### src/rtl/elc_pkg.sv
`default_nettype none
// ============================================================================
// Module      : elc_pkg
// Description : Shared state type and default constants for the multi-code
//               electronic lock.
// Revision    : 1.0
// ============================================================================
package elc_pkg;

    localparam int          ELC_DIGIT_W     = 3;
    localparam int          ELC_CODE_LEN    = 4;
    localparam logic [11:0] ELC_CODE        = 12'o2413;
    localparam int          ELC_LVALUE      = 5;
    localparam int          ELC_SVALUE      = 10;
    localparam int          ELC_MAX_TRIES   = 3;
    localparam int          ELC_LOCK_CYCLES = 20;

    typedef enum logic [2:0] {
        ST_IDLE    = 3'd0,
        ST_ENTRY   = 3'd1,
        ST_CHECK   = 3'd2,
        ST_OPEN    = 3'd3,
        ST_ERROR   = 3'd4,
        ST_LOCKOUT = 3'd5
    } elc_state_t;

    function automatic int elc_max3(input int a, input int b, input int c);
        int m;
        m = (a > b) ? a : b;
        return (m > c) ? m : c;
    endfunction

endpackage
`default_nettype wire

### src/rtl/elc_multi_code_if.sv
`default_nettype none
// ============================================================================
// Module      : elc_multi_code_if
// Description : Keypad/card/door signal bundle for the multi-code lock.
// Revision    : 1.0
// ============================================================================
interface elc_multi_code_if
    import elc_pkg::*;
#(
    parameter int DIGIT_W = ELC_DIGIT_W
);
    logic [DIGIT_W-1:0] in;
    logic               card_is_in;
    logic               enter;
    logic               unlock;
    logic               error;
    logic               card_is_needed;
    logic               locked_out;

    // master drives the keypad/card side, slave is the lock controller
    modport master (
        output in, card_is_in, enter,
        input  unlock, error, card_is_needed, locked_out
    );

    modport slave (
        input  in, card_is_in, enter,
        output unlock, error, card_is_needed, locked_out
    );
endinterface
`default_nettype wire

### src/rtl/elc_timer.sv
`default_nettype none
// ============================================================================
// Module      : elc_timer
// Description : Loadable down-counter; expired is high on the last counted cycle.
// Revision    : 1.0
// ============================================================================
module elc_timer #(
    parameter int W = 5
) (
    input  logic         clk,
    input  logic         reset,
    input  logic         load_i,
    input  logic [W-1:0] load_val_i,
    output logic         expired_o
);

    logic [W-1:0] count_q;
    logic [W-1:0] count_d;

    // a loaded value of N gives N cycles, the N-th one flagged as expired
    always_comb begin
        count_d = count_q;
        if (load_i) begin
            count_d = load_val_i;
        end else if (count_q != '0) begin
            count_d = count_q - W'(1);
        end
    end

    always_ff @(posedge clk) begin
        if (reset) begin
            count_q <= '0;
        end else begin
            count_q <= count_d;
        end
    end

    assign expired_o = (count_q == '0) || (count_q == W'(1));

endmodule
`default_nettype wire

### src/rtl/elc_multi_code.sv
`default_nettype none
// ============================================================================
// Module      : elc_multi_code
// Description : Card-gated multi-digit code lock with timeout and error hold.
//               Define ELC_LOCKOUT_EN to add failure counting and lockout.
// Revision    : 1.0
// ============================================================================
module elc_multi_code
    import elc_pkg::*;
#(
    parameter int                            DIGIT_W     = ELC_DIGIT_W,
    parameter int                            CODE_LEN    = ELC_CODE_LEN,
    parameter logic [CODE_LEN*DIGIT_W-1:0]   CODE        = ELC_CODE,
    parameter int                            LVALUE      = ELC_LVALUE,
    parameter int                            SVALUE      = ELC_SVALUE,
    parameter int                            MAX_TRIES   = ELC_MAX_TRIES,
    parameter int                            LOCK_CYCLES = ELC_LOCK_CYCLES
) (
    input  logic             clk,
    input  logic             reset,
    elc_multi_code_if.slave  bus
);

    localparam int IDX_W = (CODE_LEN > 1) ? $clog2(CODE_LEN) : 1;
    localparam int TMR_W = $clog2(elc_max3(LVALUE, SVALUE, LOCK_CYCLES) + 1);

    if ((CODE_LEN < 1) || (CODE_LEN > 16) || (MAX_TRIES < 1)) begin : g_bad_cfg
        $error("elc_multi_code: unsupported CODE_LEN or MAX_TRIES");
    end

    elc_state_t                   state_q;
    elc_state_t                   state_d;
    logic [IDX_W-1:0]             idx_q;
    logic [IDX_W-1:0]             idx_d;
    logic [CODE_LEN*DIGIT_W-1:0]  digits_q;
    logic [CODE_LEN*DIGIT_W-1:0]  digits_d;
    logic                         tmr_load;
    logic [TMR_W-1:0]             tmr_val;
    logic                         tmr_expired;

`ifdef ELC_LOCKOUT_EN
    localparam int FAIL_W = $clog2(MAX_TRIES + 1);
    logic [FAIL_W-1:0] fail_q;
    logic [FAIL_W-1:0] fail_d;
    logic [FAIL_W-1:0] fail_sat;

    assign fail_sat = (fail_q == FAIL_W'(MAX_TRIES)) ? fail_q : fail_q + FAIL_W'(1);
`endif

    elc_timer #(
        .W (TMR_W)
    ) u_timer (
        .clk        (clk),
        .reset      (reset),
        .load_i     (tmr_load),
        .load_val_i (tmr_val),
        .expired_o  (tmr_expired)
    );

    always_comb begin
        state_d  = state_q;
        idx_d    = idx_q;
        digits_d = digits_q;
        tmr_load = 1'b0;
        tmr_val  = '0;
`ifdef ELC_LOCKOUT_EN
        fail_d   = fail_q;
`endif
        case (state_q)
            ST_IDLE: begin
                if (bus.card_is_in) begin
                    state_d  = ST_ENTRY;
                    idx_d    = '0;
                    digits_d = '0;
                    tmr_load = 1'b1;
                    tmr_val  = TMR_W'(SVALUE);
                end
            end
            ST_ENTRY: begin
                // card removal outranks a keypress; a keypress outranks the timeout
                if (!bus.card_is_in) begin
                    state_d = ST_IDLE;
                    idx_d   = '0;
                end else if (bus.enter) begin
                    for (int k = 0; k < CODE_LEN; k++) begin
                        if (idx_q == IDX_W'(k)) begin
                            digits_d[(CODE_LEN-1-k)*DIGIT_W +: DIGIT_W] = bus.in;
                        end
                    end
                    tmr_load = 1'b1;
                    tmr_val  = TMR_W'(SVALUE);
                    if (idx_q == IDX_W'(CODE_LEN - 1)) begin
                        state_d = ST_CHECK;
                        idx_d   = '0;
                    end else begin
                        idx_d = idx_q + IDX_W'(1);
                    end
                end else if (tmr_expired) begin
                    state_d  = ST_ERROR;
                    tmr_load = 1'b1;
                    tmr_val  = TMR_W'(SVALUE);
`ifdef ELC_LOCKOUT_EN
                    fail_d   = fail_sat;
`endif
                end
            end
            ST_CHECK: begin
                tmr_load = 1'b1;
                if (digits_q == CODE) begin
                    state_d = ST_OPEN;
                    tmr_val = TMR_W'(LVALUE);
`ifdef ELC_LOCKOUT_EN
                    fail_d  = '0;
`endif
                end else begin
                    state_d = ST_ERROR;
                    tmr_val = TMR_W'(SVALUE);
`ifdef ELC_LOCKOUT_EN
                    fail_d  = fail_sat;
`endif
                end
            end
            ST_OPEN: begin
                if (tmr_expired) begin
                    state_d = ST_IDLE;
                end
            end
            ST_ERROR: begin
                if (tmr_expired) begin
`ifdef ELC_LOCKOUT_EN
                    if (fail_q == FAIL_W'(MAX_TRIES)) begin
                        state_d  = ST_LOCKOUT;
                        tmr_load = 1'b1;
                        tmr_val  = TMR_W'(LOCK_CYCLES);
                    end else begin
                        state_d = ST_IDLE;
                    end
`else
                    state_d = ST_IDLE;
`endif
                end
            end
            ST_LOCKOUT: begin
`ifdef ELC_LOCKOUT_EN
                if (tmr_expired) begin
                    state_d = ST_IDLE;
                    fail_d  = '0;
                end
`else
                state_d = ST_IDLE;
`endif
            end
            default: begin
                state_d = ST_IDLE;
            end
        endcase
    end

    always_ff @(posedge clk) begin
        if (reset) begin
            state_q  <= ST_IDLE;
            idx_q    <= '0;
            digits_q <= '0;
        end else begin
            state_q  <= state_d;
            idx_q    <= idx_d;
            digits_q <= digits_d;
        end
    end

`ifdef ELC_LOCKOUT_EN
    always_ff @(posedge clk) begin
        if (reset) begin
            fail_q <= '0;
        end else begin
            fail_q <= fail_d;
        end
    end

    assign bus.locked_out = (state_q == ST_LOCKOUT);
    assign bus.error      = (state_q == ST_ERROR) || (state_q == ST_LOCKOUT);
`else
    assign bus.locked_out = 1'b0;
    assign bus.error      = (state_q == ST_ERROR);
`endif

    assign bus.card_is_needed = (state_q == ST_IDLE);
    assign bus.unlock         = (state_q == ST_OPEN);

endmodule
`default_nettype wire

### src/flat_wrapper.sv
// flat-port wrapper written by rule: the top's interface ports become plain ports
module elc_multi_code_flat import elc_pkg::*;
#(
    parameter int                            DIGIT_W     = ELC_DIGIT_W,
    parameter int                            CODE_LEN    = ELC_CODE_LEN,
    parameter logic [CODE_LEN*DIGIT_W-1:0]   CODE        = ELC_CODE,
    parameter int                            LVALUE      = ELC_LVALUE,
    parameter int                            SVALUE      = ELC_SVALUE,
    parameter int                            MAX_TRIES   = ELC_MAX_TRIES,
    parameter int                            LOCK_CYCLES = ELC_LOCK_CYCLES
)
  (clk, reset, bus_in, bus_card_is_in, bus_enter, bus_unlock, bus_error, bus_card_is_needed, bus_locked_out);
  elc_multi_code_if #(.DIGIT_W(DIGIT_W)) bus_i ();
  input  logic clk;
  input  logic reset;
  input wire logic [$bits(bus_i.in)-1:0] bus_in;
  input wire logic [$bits(bus_i.card_is_in)-1:0] bus_card_is_in;
  input wire logic [$bits(bus_i.enter)-1:0] bus_enter;
  output wire logic [$bits(bus_i.unlock)-1:0] bus_unlock;
  output wire logic [$bits(bus_i.error)-1:0] bus_error;
  output wire logic [$bits(bus_i.card_is_needed)-1:0] bus_card_is_needed;
  output wire logic [$bits(bus_i.locked_out)-1:0] bus_locked_out;
  assign bus_i.in = bus_in;
  assign bus_i.card_is_in = bus_card_is_in;
  assign bus_i.enter = bus_enter;
  assign bus_unlock = bus_i.unlock;
  assign bus_error = bus_i.error;
  assign bus_card_is_needed = bus_i.card_is_needed;
  assign bus_locked_out = bus_i.locked_out;
  elc_multi_code #(.DIGIT_W(DIGIT_W), .CODE_LEN(CODE_LEN), .CODE(CODE), .LVALUE(LVALUE), .SVALUE(SVALUE), .MAX_TRIES(MAX_TRIES), .LOCK_CYCLES(LOCK_CYCLES)) u_core (.clk(clk), .reset(reset), .bus(bus_i));
endmodule
### config.mk
export PLATFORM = sky130hd
export DESIGN_NAME = elc_multi_code_flat
export DESIGN_NICKNAME = d
export VERILOG_FILES = /design/src/rtl/elc_pkg.sv /design/src/rtl/elc_multi_code_if.sv /design/src/rtl/elc_timer.sv /design/src/rtl/elc_multi_code.sv /design/src/flat_wrapper.sv
export SDC_FILE = /design/constraint.sdc
export NUM_CORES = 1
export LEC_CHECK = 0
export ABC_AREA = 0
export CELL_PAD_IN_SITES_DETAIL_PLACEMENT = 0
export CELL_PAD_IN_SITES_GLOBAL_PLACEMENT = 1
export CORE_ASPECT_RATIO = 1.4
export CORE_MARGIN = 1
export CORE_UTILIZATION = 43
export DETAILED_ROUTE_END_ITERATION = 16
export GPL_TIMING_DRIVEN = 0
export PLACE_DENSITY = 0.88
export SLEW_MARGIN = 20
export SYNTH_ARGS = -nofsm -noshare
export SYNTH_HDL_FRONTEND = slang
export SYNTH_SLANG_ARGS = --single-unit
### constraint.sdc
create_clock -name clk -period 2.25 [get_ports clk]
set_input_delay 0.225 -clock clk [delete_from_list [all_inputs] [get_ports clk]]
set_output_delay 0.225 -clock clk [all_outputs]
set_load 0.005 [all_outputs]
==> results_dict.tcl, run 1 <==
set metrics [dict create \
    status "finished clean" \
    yosysWarnings 0 \
    grt_pass1_wl_mm 4.82 \
    synthTopCellsByArea "dfxtp_1, a22oi_1, ha_1, nor2_1, nor4b_4" \
    setup_viol 0 \
    critPathMaxFanout 10 \
    yosysTopAreaCellShare 0.330 \
    slowest_stage "clkdlybuf4s50_1" \
    cts-hold-fix-buffers 0 \
    cp-start-kind "flip-flop" \
    grt_use_met3 0.0200 \
    drc 0 \
    crit_path_start "u_core.state_q[0]" \
    antenna_found_initial 0 \
    rsz0062_at_grt "no" \
    io-pin-count 11 \
    ant_nets 0 \
    synthCells 151 \
    grt_max_degree 14 \
    coreArea_sq_um 2910 \
    start_util 0.459 \
    busiest_layer "met2" \
    routed_via_density 5.94 \
    p_leak_nw 0.568 \
    hpwl_mm 2.30 \
    async_flop_share 0 \
    vias 1188 \
    root_buffer "clkbuf_8" \
    ys.flop_type "dfxtp_1" \
    arrival_ns 1.73 \
    final_cell_mix "nor2_1, dfxtp_1, a22oi_1" \
    cap_violations 0 \
    cts_buffer_depth 2 \
    crit_chain "clkbuf_1 > and3b_1 > clkdlybuf4s50_1" \
    cts-htree-levels 1 \
    clock_latency_ns 0.27 \
    cp_num_buf_inv 2 \
    numCtsBuffers 3 \
    track_usage 0.187 \
    regArea_sq_um 440 \
    worst_pin_slew_ns 0.698 \
    clk_pin_slew_ns 0.08 \
    fin_util 0.527 \
    die-area_sq_um 3330 \
    first_pass_iters 4 \
    multi_input_area_sq_um 825 \
    grt.met1_usage 0.215 \
    period_needed_ns 1.96 \
    n_antenna_cell 0 \
    hold_viol_final 0 \
    tns_ns 0 \
    netlist_area_sq_um 1330 \
    hp-start "bus_enter" \
    place_congestion 0.852 \
    critPathTopFamily "buffers and inverters" \
    synthesis.nets 165 \
    maxSlewHeadroom 0.528 \
    ys_ff_latch 22 \
    slew_viol_final 0 \
    avgSynthCellArea_sq_um 8.83 \
    final_area_sq_um 1530 \
    wire_per_inst_um 15.2 \
    portBuffers 8 \
    ir_worst_vdd_mv 0.499 \
    rr_startpoint "u_core.u_timer.count_q[0]" \
    critPathMaxStageDelay_ns 0.49 \
    drive_gt1_frac 0.117 \
    crit_type "flip-flop to primary output" \
    ctsResizeCount 0 \
    fillCellCount 281 \
    die_h_um 67.9 \
    rows 23 \
    postCtsSetupRepairBufs 0 \
    tritoncts "done" \
    wl_mm 3.05 \
    ys_seq_area_frac 0.330 \
    grt_pass1_vias 1052 \
    path_depth 3 \
    drt_iter0_drc 47 \
    endpoint_kind "primary output" \
    place_ws_ns 0.106 \
    syn_to_final_growth_pct 14.8 \
    hp-class "input pin to flip-flop" \
    cp.required_ns 2.03 \
    period_share 0.869 \
    p_per_area_nw_per_um2 954 \
    die_x_um 49.1 \
    synth_top_cell_by_area "dfxtp_1" \
    finClkSkew_ns 0.00353 \
    holdWs_ns 0.412 \
    gr-usage-met2 0.356 \
    hold_depth 4 \
    max_freq_mhz 512 \
    final_nets 178 \
    fin_ws_ns 0.295 \
    placed_area_sq_um 1460 \
    grt-ovfl-total 0 \
    synth_edf_count 0 \
    cts_sinks 22 \
    reg2regPathDepth 6 \
    ys_types 46 \
]
## power breakdown
| group | internal, mW | total, mW | switching, mW |
|---|---|---|---|
| sequential | 0.437 | 0.494 | 0.0567 |
| combinational | 0.257 | 0.589 | 0.332 |
| clock | 0.238 | 0.378 | 0.140 |
## metrics by stage
| stage | std cells | power [mW] |
|---|---|---|
| 2_1_floorplan | 151 | 0.940 |
| 3_3_place_gp | 196 | 1.07 |
| 3_5_place_dp | 196 | 1.08 |
| 4_1_cts | 200 | 1.46 |
| 5_1_grt | 200 | 1.55 |
| 6_report | 200 | 1.46 |
## synthesized netlist by cell type (2+ instances only)
cell type,number
a21oi_1,5
a221oi_1,2
a22oi_1,12
a31oi_1,2
and4b_1,2
buf_2,4
buf_4,2
clkbuf_1,5
dfxtp_1,22
ha_1,7
inv_1,4
mux2_2,2
nand2_1,4
nand2b_1,2
nand3_1,2
nand4_1,2
nor2_1,22
nor2b_1,4
nor3_1,4
nor3b_1,2
nor4_1,2
nor4b_4,3
o2111ai_1,4
o211ai_1,2
o21ai_0,6
o221ai_1,2
or3b_1,2
## worst min-delay path: cells and delay by family
family,cells,cell delay [ns]
AO/OA/AOI/OAI,2,0.18
buffers and inverters,1,0.17
AND/OR/NAND/NOR,1,0.06
## sequential cells by signal, summed over array words and instances (netlist names)
register	cells
u_core.state_q	3
u_core.digits_q	12
u_core.u_timer.count_q	5
u_core.idx_q	2
## cell families after synthesis
kind of cell,synth area share
flip-flops,0.330
multiplexers,0.0244
AND/OR/NAND/NOR,0.300
buffers and inverters,0.0516
adder cells (fa/ha/maj),0.0657
AO/OA/AOI/OAI,0.219
XOR/XNOR,0.00657
other,0.00281
## final cells by class
cell class	instances	share of cell area
plain buffers	11	0.0351
clock buffers	3	0.0270
clock inverters	1	0.0196
inverters	4	0.00980
multi-input cells	114	0.538
flip-flops and latches	22	0.288
well taps	37	0.0302
repair buffers	8	0.0523
## worst paths after layout
check                       end  slack, ns
max                  bus_unlock       0.29
min             u_core.idx_q[0]       0.41
min reg2reg  u_core.digits_q[9]       0.51
max reg2reg   u_core.state_q[1]       0.29
## metal layers
layer,up-vias,part of all wire
li1,587,-
met1,581,0.45
met2,18,0.52
met3,2,0.023
met4,0,0.0079
met5,-,0
(Power assumes the default switching activity.)
==> run 2, diff against run 1 <==
Settings changed: SKIP_LAST_GASP set to 1.
==> results of run 2 <==
The final DEF is identical to that of run 1; final timing and power are the same.
